**src/rtl/vga_sync_timing.sv**
```systemverilog
// 640x480@60 VGA sync/coordinate generator advanced by the rising edge of a sampled pixel clock.
// Define VGA_SYNC_INTERNAL_DIV_EN to ignore pix_in and advance from an internal divide-by-2 toggle.
module vga_sync_timing #(
  parameter int H_VISIBLE = 640,
  parameter int H_FRONT   = 16,
  parameter int H_SYNC    = 96,
  parameter int H_BACK    = 48,
  parameter int V_VISIBLE = 480,
  parameter int V_FRONT   = 10,
  parameter int V_SYNC    = 2,
  parameter int V_BACK    = 33
) (
  input  logic       clk,
  input  logic       rst,
  input  logic       pix_in,
  output logic       hsync,
  output logic       vsync,
  output logic       video_on,
  output logic [9:0] x,
  output logic [9:0] y,
  output logic       line_start,
  output logic       frame_start
);

  localparam int H_TOTAL = H_VISIBLE + H_FRONT + H_SYNC + H_BACK;
  localparam int V_TOTAL = V_VISIBLE + V_FRONT + V_SYNC + V_BACK;

  localparam logic [9:0] X_LAST = 10'(H_TOTAL - 1);
  localparam logic [9:0] Y_LAST = 10'(V_TOTAL - 1);
  localparam logic [9:0] X_VIS  = 10'(H_VISIBLE);
  localparam logic [9:0] Y_VIS  = 10'(V_VISIBLE);
  localparam logic [9:0] HS_BEG = 10'(H_VISIBLE + H_FRONT);
  localparam logic [9:0] HS_END = 10'(H_VISIBLE + H_FRONT + H_SYNC - 1);
  localparam logic [9:0] VS_BEG = 10'(V_VISIBLE + V_FRONT);
  localparam logic [9:0] VS_END = 10'(V_VISIBLE + V_FRONT + V_SYNC - 1);

  logic       advance;
  logic [9:0] x_q, x_d, y_q, y_d;
  logic       hsync_q, hsync_d, vsync_q, vsync_d, video_on_q, video_on_d;
  logic       line_start_q, line_start_d, frame_start_q, frame_start_d;

`ifdef VGA_SYNC_INTERNAL_DIV_EN
  logic div_q, div_d;
  logic unused_pix;
  assign unused_pix = pix_in;
  assign div_d      = ~div_q;
  assign advance    = div_q;

  always_ff @(posedge clk) begin
    if (rst) div_q <= 1'b0;
    else     div_q <= div_d;
  end
`else
  logic pix_prev_q, pix_prev_d;
  assign pix_prev_d = pix_in;
  assign advance    = pix_in & ~pix_prev_q;

  // Reset high so a pixel clock already high at release is not seen as an edge.
  always_ff @(posedge clk) begin
    if (rst) pix_prev_q <= 1'b1;
    else     pix_prev_q <= pix_prev_d;
  end
`endif

  // Outputs are decoded from the next counter values so they land with the counters.
  always_comb begin
    x_d = x_q;
    y_d = y_q;
    if (advance) begin
      if (x_q == X_LAST) begin
        x_d = '0;
        y_d = (y_q == Y_LAST) ? '0 : y_q + 10'd1;
      end else begin
        x_d = x_q + 10'd1;
      end
    end
    hsync_d       = !((x_d >= HS_BEG) && (x_d <= HS_END));
    vsync_d       = !((y_d >= VS_BEG) && (y_d <= VS_END));
    video_on_d    = (x_d < X_VIS) && (y_d < Y_VIS);
    line_start_d  = advance && (x_d == '0);
    frame_start_d = line_start_d && (y_d == '0);
  end

  always_ff @(posedge clk) begin
    if (rst) begin
      x_q           <= X_LAST;
      y_q           <= Y_LAST;
      hsync_q       <= 1'b1;
      vsync_q       <= 1'b1;
      video_on_q    <= 1'b0;
      line_start_q  <= 1'b0;
      frame_start_q <= 1'b0;
    end else begin
      x_q           <= x_d;
      y_q           <= y_d;
      hsync_q       <= hsync_d;
      vsync_q       <= vsync_d;
      video_on_q    <= video_on_d;
      line_start_q  <= line_start_d;
      frame_start_q <= frame_start_d;
    end
  end

  assign x           = x_q;
  assign y           = y_q;
  assign hsync       = hsync_q;
  assign vsync       = vsync_q;
  assign video_on    = video_on_q;
  assign line_start  = line_start_q;
  assign frame_start = frame_start_q;

endmodule

```
**config.mk**
```make
export PLATFORM = sky130hd
export DESIGN_NAME = vga_sync_timing
export DESIGN_NICKNAME = d
export VERILOG_FILES = /design/src/rtl/vga_sync_timing.sv
export SDC_FILE = /design/constraint.sdc
export NUM_CORES = 1
export LEC_CHECK = 0
export BUFFER_PORTS_ARGS = -buffer_cell sky130_fd_sc_hd__buf_2
export CAP_MARGIN = 20
export CORE_MARGIN = 1.5
export CORE_UTILIZATION = 59
export CTS_CLUSTER_SIZE = 25
export DETAILED_ROUTE_END_ITERATION = 10
export PLACE_DENSITY = 0.88
export SYNTH_ARGS = -nofsm -noshare
export SYNTH_HDL_FRONTEND = slang
export SYNTH_SLANG_ARGS = --single-unit
```
**constraint.sdc**
```tcl
create_clock -name clk -period 6.7 [get_ports clk]
set_clock_uncertainty 0.1 [all_clocks]
set_input_delay 0.67 -clock clk [delete_from_list [all_inputs] [get_ports clk]]
set_output_delay 0.67 -clock clk [all_outputs]
set_load 0.02 [all_outputs]
```
==> results.cfg, run 1 <==
[detailed_routing]
drt-total-wl_um = 3834
via_count = 1540
route.detailed.drc = 0
drtAntennaViolNets = 0
wl_per_cell_um = 16.18
first_pass_iters = 4
routed_via_density = 6.498
drt-initial-drc-count = 78

[clocking]
hold_buffers = 0
post_cts_resized = 0
root_buffer = clkbuf_4
post_cts_buffers = 0
clockBufferDepth = 2
clk_latency_ns = 0.33
cts_buffers = 3
path_clk_slew_ns = 0.14
htreeDepth = 1
cts_num_sinks = 26
cts_tree = built

[sta]
finalHoldViolCount = 0
rsz0062_at_grt = no
clock.fmax_ghz = 0.3250
setup-violations-final = 0
finalMaxSlewViolations = 0
worstMarginPinSlew_ns = 0.6522
period_share_pct = 45.92
relSlewSlack_pct = 56.12
final.setup.tns_ns = 0
period_needed_ns = 3.077

[final_layout]
drive_gt1_share_pct = 23.19
utilization_pct = 69.12
instances_no_fill = 237
layout.nets = 214
fillers = 183
final_design_area_no_fill_mm2 = 0.001728
diodes = 0
syn_to_final_growth_pct = 8.912

[synth]
syn_inst = 186
synth_area_per_cell_um2 = 8.530
synth_cell_types = 48
yosysSeqAreaShare_pct = 32.81
ys_warn_count = 0
synth_flop_cell = dfxtp_1
synth-edff-count = 0
yosys.area.top_type_share_pct = 32.81
yosys.area.top_type = dfxtp_1
ys_ff_latch = 26
syn-num-nets = 192
synth.area.top_cells = dfxtp_1 33%, xor2_1 3.9%, nor3_1 3.8%, xnor2_1 3.3%, nand2_1 3.1%
syn_area_mm2 = 0.001587
ys_async_sr_fraction_pct = 0

[global_route]
grt_usage_pct = 28.47
grt_pass1_vias = 1346
grt_max_degree = 22
antenna_found_initial = 0
grt-ovfl-total = 0
grt_pass1_wl_um = 6189

[pwr]
ir_drop_uv = 160.4
power_density_mw_per_mm2 = 198.1
finalPower_uw = 342.3
p_leak_nw = 0.6784

[floorplan]
die_w_um = 54.86
die_area_mm2 = 0.003009
die_h_um = 54.86
core_area_mm2 = 0.002500
pin_count = 28
start_util_pct = 63.46
rows = 18

[run]
cap_violations = 0

[worst_setup_path]
path_delay_family = simple AND/OR/NAND/NOR gates
path_buf_inv = 0
worstPathCellList = ha_1, and4_2, nand4_4, or3_1, xor2_1, or4b_1, or4_1
slowest_stage = or4b_1
start_kind = flop
slowest_delay_ns = 0.56
cp_max_fo = 10
end_kind = flop
crit_required_ns = 6.83
critPathArrivalTime_ns = 3.20
crit_type = reg -> reg

[status]
status = finished clean

[place]
dpl_cell_area_mm2 = 0.001675
io_buffers = 27
globalplace.congestion = 0.9363
placedCellCount = 233
dpl.hpwl_um = 2770

[min_path]
hold_path_class = in -> reg
layout make-up:
class	count	area [um2]	area share, %
clock buffer	3	22.52	1.303
clock inverter	1	30.03	1.738
inverter	7	26.28	1.521
multi-input combinational	143	955.9	55.32
sequential	26	520.5	30.12
tap	30	37.54	2.172
timing repair buffer	27	135.1	7.820
kinds of logic after synthesis:
logic type,after synthesis,share of synthesized area (%)
AOI/OAI and AO/OA,33,13.72
xor gates and xnor gates,13,7.177
adders and majority gates,3,2.366
buffers and inverters,17,6.940
DFF,26,32.81
muxes,3,1.893
and+or+nand+nor,91,35.10
Yosys cell counts, drive strengths merged (2+ instances only):
cell    count
clkbuf      7
xor2        7
nor4        4
xnor2       6
a21oi       9
inv         7
nand2b      3
nand2      13
nand4       7
and3        3
mux2i       3
a211o       3
or2         4
ha          3
nor4b       2
or3         8
dfxtp      26
and4b       3
nand3       7
nor3       12
o32ai       3
or4b        2
o21ai       7
o21bai      2
nor2       13
and4        3
buf         3
a31oi       3
placed cells by master (no fill, tap or decap), types with 2 or more instances in the layout:
master / n
nor2_1: 13
nand4_1: 6
nand3_1: 7
or3_1: 6
o21ai_0: 7
buf_2: 27
a21oi_1: 9
dfxtp_1: 26
or2_2: 4
xor2_1: 7
nand2b_1: 3
inv_1: 7
a211o_1: 2
xnor2_1: 6
ha_1: 3
mux2i_1: 3
nand2_1: 13
and4b_1: 3
or3_2: 2
a31oi_1: 3
nor3_1: 12
clkbuf_4: 3
nor4_1: 4
and4_2: 3
o32ai_1: 3
o21bai_1: 2
and3_1: 3
registers in the layout (all words and copies together) (netlist names):
signal and flops:
frame_start 1, vsync 1, y 10, line_start 1
video_on 1, hsync 1, pix_prev_q 1, x 10
stage by stage:
stage,setup slack (ns),hold WS [ns]
final,3.623,0.4629
after global routing,3.477,0.4461
after floorplan,3.712,0.5314
after detailed placement,3.638,0.4322
after global placement,3.710,0.4153
after CTS,3.652,0.4509
metal layers:
metal / vias up / global-route usage, % / wire, um
li1: 721 / - / -
met4: 0 / 12.92 / 118
met2: 81 / 44.84 / 1761
met5: - / 0 / 0
met3: 17 / 4.918 / 291
met1: 721 / 37.65 / 1663
where the power goes:
group          switching [mW]  leakage, nW  internal [mW]
combinational          0.0388        0.439         0.0246
sequential             0.0110        0.211          0.159
clock                  0.0479       0.0279         0.0606
total                  0.0977        0.678          0.245
worst paths after layout:
| kind | endpoint | cells after the start | slack, ns | from |
|---|---|---|---|---|
| setup / recovery | vsync$_SDFF_PP1_ | 7 | 3.62 | x[0]$_SDFF_PP1_ |
| hold / removal | pix_prev_q$_SDFF_PP1_ | 2 | 0.46 | pix_in |
| setup reg to reg | vsync$_SDFF_PP1_ | 7 | 3.62 | x[0]$_SDFF_PP1_ |
| hold reg to reg | x[2]$_SDFF_PP1_ | 2 | 0.53 | x[2]$_SDFF_PP1_ |
Note: power is estimated with default switching activity, not from simulation.
==> run 2, diff against run 1 <==
CORE_UTILIZATION = 50   (was 59)
PLACE_DENSITY = 0.79   (was 0.88)
clock period = 2.73 ns   (was 6.7 ns; I/O delays follow)
==> run 2 against run 1 <==
Effect of this change: non-clock buffer count grew 25; fmax grew 14%; global-route usage shrank 2.4 points; critical path depth is the same; sequential share of layout area shrank 2.9 points; die area grew 17%.
==> results.cfg, run 2 (synthesis results as in run 1) <==
[min_path]
hp-start = rst
hold_depth = 2
min_to = x[0]$_SDFF_PP1_
hold_path_class = in -> reg

[pwr]
power_density_mw_per_mm2 = 448.7
intPower_uw = 627.7
p_comb_share_pct = 23.2
sequentialPowerShare_pct = 45.5
p_switching_uw = 258.1
clkPwrFrac_pct = 31.4
ir_drop_uv = 311.8
p_leak_nw = 0.8037
switching_share_pct = 29.13

[global_route]
grt_pass1_wl_um = 6789
grt_max_degree = 21
grt_pass1_vias = 1487
grt_usage_pct = 26.03
grt-ovfl-total = 0
antenna_found_initial = 0

[clocking]
htreeDepth = 1
cts_buffers = 3
path_clk_slew_ns = 0.15
cts_tree = built
cts_num_sinks = 26
root_buffer = clkbuf_4
hold_buffers = 0
clk_latency_ns = 0.35
clockBufferDepth = 2

[detailed_routing]
drt-total-wl_um = 4159
wl_per_cell_um = 15.07
routed_via_density = 5.837
drtAntennaViolNets = 0
first_pass_iters = 4
drt-initial-drc-count = 118
route.detailed.drc = 0
via_count = 1611

[worst_setup_path]
worstReg2RegEnd = vsync$_SDFF_PP1_
critPathArrivalTime_ns = 2.84
slowest_delay_ns = 0.53
crit_required_ns = 2.87
start_kind = flop
r2r_cells = 7
crit_type = reg -> reg
end_kind = flop
timing.rr.start = x[1]$_SDFF_PP1_
regToRegSetupSlack_ns = 0.03
worstPathCellList = ha_4, and4_4, nand4_4, or3_4, xor2_1, or4b_1, or4_1
cp_max_fo = 6
slowest_stage = or4b_1

[place]
io_buffers = 27
place_ws_ns = 0.01504
dpl_cell_area_mm2 = 0.001902
globalplace.congestion = 0.9320
dpl.hpwl_um = 3045

[sta]
final.setup.tns_ns = 0
relSlewSlack_pct = 56.96
fin_ws_ns = 0.02914
finalHoldViolCount = 0
worstMarginPinSlew_ns = 0.6407
clock.fmax_ghz = 0.3703
period_share_pct = 98.93
period_needed_ns = 2.701
finalMaxSlewViolations = 0
setup-violations-final = 0
rsz0062_at_grt = yes

[floorplan]
pin_count = 28
die_area_mm2 = 0.003520
die_w_um = 59.33
rows = 20
die_h_um = 59.33
start_util_pct = 52.40
core_area_mm2 = 0.003028

[final_layout]
drive_gt1_share_pct = 35.78
final_common_cell = buf_2
layout.nets = 239
final_design_area_no_fill_mm2 = 0.001974
syn_to_final_growth_pct = 24.45
final_cell_mix = 27 x buf_2, 25 x buf_4, 19 x dfxtp_1
diodes = 0
utilization_pct = 65.21

[status]
status = finished clean

[run]
cap_violations = 0
-- run 2: changes by cell type in the layout (fill, tap and decap cells not counted) --
cell     before  now
ha_1          3    2
dfxtp_1      26   19
dfxtp_4       0    3
buf_4         0   25
or3_1         6    4
and4_4        0    2
ha_4          0    1
or3_4         0    2
dfxtp_2       0    4
and4_2        3    1
-- run 2: timing repair --
item,in CTS,in global routing
resized for setup,1,4
pin swaps,1,2
setup endpoints to repair,1,2
gates cloned,0,0
buffers inserted,0,1
-- run 2: how the worst max path moves through the flow --
stage,cells past startpoint,from,to,slack (ns)
finish,7,x[1]$_SDFF_PP1_,vsync$_SDFF_PP1_,0.03
global route,7,x[6]$_SDFF_PP0_,vsync$_SDFF_PP1_,-0.01
CTS,7,x[0]$_SDFF_PP1_,vsync$_SDFF_PP1_,0.002
detailed placement,6,x[6]$_SDFF_PP0_,vsync$_SDFF_PP1_,0.02
global placement,7,x[0]$_SDFF_PP1_,vsync$_SDFF_PP1_,0.09
floorplan,7,x[6]$_SDFF_PP0_,vsync$_SDFF_PP1_,-0.04
-- run 2: stage by stage --
stage	std cells	power, mW	hold WS, ns
after floorplan	186	0.5457	0.2760
after global placement	271	0.6028	0.4020
after detailed placement	271	0.6060	0.4143
after CTS	275	0.8853	0.04002
after global routing	276	0.9298	0.03679
final	276	0.8858	0.05257
-- run 2: final cells by class --
cell class,count,area (um2)
inverters,7,26.28
flip-flops and latches,26,536.8
multi-input cells,143,980.9
fillers,247,1054
well taps,44,55.05
repair buffers,52,322.8
clock buffers,3,22.52
clock inverters,1,30.03
-- run 2: power by group through the flow --
| stage | sequential, mW | clock, mW | combinational [mW] |
|---|---|---|---|
| 2_1_floorplan | 0.427 | 0 | 0.119 |
| 3_3_place_gp | 0.411 | 0 | 0.192 |
| 3_5_place_dp | 0.412 | 0 | 0.194 |
| 4_1_cts | 0.403 | 0.285 | 0.197 |
| 5_1_grt | 0.405 | 0.304 | 0.221 |
| 6_report | 0.403 | 0.278 | 0.205 |
-- run 2: worst max-delay path: cells and delay by family, from the launching register on --
| family | cells | cell delay, ns |
|---|---|---|
| adders and majority gates | 1 | 0.16 |
| and+or+nand+nor | 5 | 1.77 |
| xor gates and xnor gates | 1 | 0.17 |
| DFF | 1 | 0.40 |
-- run 2: routing by layer --
metal  track usage (%)  routed length [um]
met5                 0                   0
met4             12.34                 123
met3             3.930                 282
met2             39.87                1836
met1             35.72                1917
==> run 3, diff against run 2 <==
CORE_UTILIZATION = 55   (was 50)
PLACE_DENSITY = 0.83   (was 0.79)
clock period = 3.1 ns   (was 2.73 ns; I/O delays follow)
==> run 3 against run 2 <==
Effect of this change: clock-buffer cell count unchanged; total power decreased by 15%; worst setup slack improved by 0.089 ns; critical endpoint unchanged.
==> results.cfg, run 3 (synthesis results as in run 1) <==
[final_layout]
fillers = 245
drive_gt1_share_pct = 28.24
final_design_area_no_fill_mm2 = 0.001818
final_cell_mix = 27 x buf_2, 24 x dfxtp_1, 13 x nand2_1, 13 x nor2_1, 12 x nor3_1
diodes = 0
utilization_pct = 65.93
final_common_cell = buf_2
syn_to_final_growth_pct = 14.59
layout.nets = 223

[place]
io_buffers = 27
dpl_cell_area_mm2 = 0.001744
place_ws_ns = 0.002752
dpl.hpwl_um = 2855
globalplace.congestion = 0.9519

[worst_setup_path]
path_delay_family = simple AND/OR/NAND/NOR gates
slowest_delay_ns = 0.56
cp_max_fo = 10
slowest_stage = or4b_1
path_buf_inv = 0
critPathArrivalTime_ns = 3.09
crit_type = reg -> reg
worstPathCellList = ha_4, and4_4, nand4_4, or3_4, xor2_1, or4b_1, or4_1
crit_required_ns = 3.20
end_kind = flop
start_kind = flop
regToRegSetupSlack_ns = 0.12

[global_route]
grt_pass1_wl_um = 6548
grt_max_degree = 22
grt_pass1_vias = 1375
grt-ovfl-total = 0
antenna_found_initial = 0
grt_usage_pct = 25.51

[clocking]
path_clk_slew_ns = 0.16
htreeDepth = 1
post_cts_buffers = 0
cts_tree = built
root_buffer = clkbuf_4
cts_num_sinks = 26
cts_buffers = 3
clockBufferDepth = 2
hold_buffers = 0
clk_latency_ns = 0.33

[sta]
clock.fmax_ghz = 0.3353
period_needed_ns = 2.982
rsz0062_at_grt = no
period_share_pct = 96.19
finalHoldViolCount = 0
relSlewSlack_pct = 56.25
fin_ws_ns = 0.1180
setup-violations-final = 0
final.setup.tns_ns = 0
finalMaxSlewViolations = 0
worstMarginPinSlew_ns = 0.6512

[detailed_routing]
drt-total-wl_um = 3960
drt-initial-drc-count = 107
first_pass_iters = 4
drtAntennaViolNets = 0
wl_per_cell_um = 16.03
via_count = 1539
route.detailed.drc = 0
routed_via_density = 6.231

[floorplan]
start_util_pct = 57.53
rows = 19
die_w_um = 56.71
pin_count = 28
die_h_um = 56.71
die_area_mm2 = 0.003216
core_area_mm2 = 0.002758

[run]
cap_violations = 0

[min_path]
hold_path_class = in -> reg

[pwr]
p_leak_nw = 0.7258
power_density_mw_per_mm2 = 416.2
ir_drop_uv = 341.3
finalPower_uw = 756.6

[status]
status = finished clean
-- run 3: changes by cell type in the layout (fill, tap and decap cells not counted) --
cell and delta:
or3_4 -1, dfxtp_2 -2, dfxtp_4 -3, dfxtp_1 +5
buf_4 -16, and4_2 +1, or3_1 +1, and4_4 -1
-- run 3: cell type report --
type	instances	area [um2]	area share (%)
flip-flops and latches	26	523.0	28.77
well taps	31	38.79	2.134
multi-input cells	143	974.7	53.61
inverters	7	26.28	1.445
repair buffers	36	202.7	11.15
clock buffers	3	22.52	1.239
clock inverters	1	30.03	1.652
-- run 3: final timing paths --
check,from,to,cells after the start
hold / removal,pix_in,pix_prev_q$_SDFF_PP1_,2
setup / recovery,x[0]$_SDFF_PP1_,vsync$_SDFF_PP1_,7
setup reg to reg,x[0]$_SDFF_PP1_,vsync$_SDFF_PP1_,7
hold reg to reg,x[1]$_SDFF_PP1_,x[1]$_SDFF_PP1_,2
-- run 3: worst register-to-register path: stages, from the launching register on --
cell and delay, ns:
dfxtp_2 0.42, ha_4 0.19, and4_4 0.26, nand4_4 0.18, or3_4 0.45, xor2_1 0.17, or4b_1 0.56, or4_1 0.54
-- run 3: stage by stage --
stage / instances / hold WS (ns)
after floorplan: 186 / 0.3130
after global placement: 243 / 0.4022
after detailed placement: 243 / 0.4385
after CTS: 247 / 0.1016
after global routing: 247 / 0.1101
final: 247 / 0.09679
-- run 3: power breakdown --
part | leakage, nW | switching, mW | internal, mW
clock network | 0.0279 | 0.107 | 0.131
logic | 0.487 | 0.0977 | 0.0637
registers | 0.210 | 0.0129 | 0.345
total | 0.726 | 0.217 | 0.539
-- run 3: timing repair --
item / CTS / global route
gates cloned: 0 / 0
setup endpoints to repair: 1 / 1
endpoints found under the hold margin: 0 / 0
resized for setup: 2 / 4
-- run 3: layer usage --
| metal | track usage [%] | up-vias | share of wire [%] |
|---|---|---|---|
| met5 | 0 | - | 0 |
| met4 | 7.143 | 0 | 2.6 |
| met3 | 3.226 | 14 | 7.9 |
| met2 | 41.69 | 90 | 48 |
| met1 | 35.14 | 692 | 42 |
| li1 | - | 743 | - |
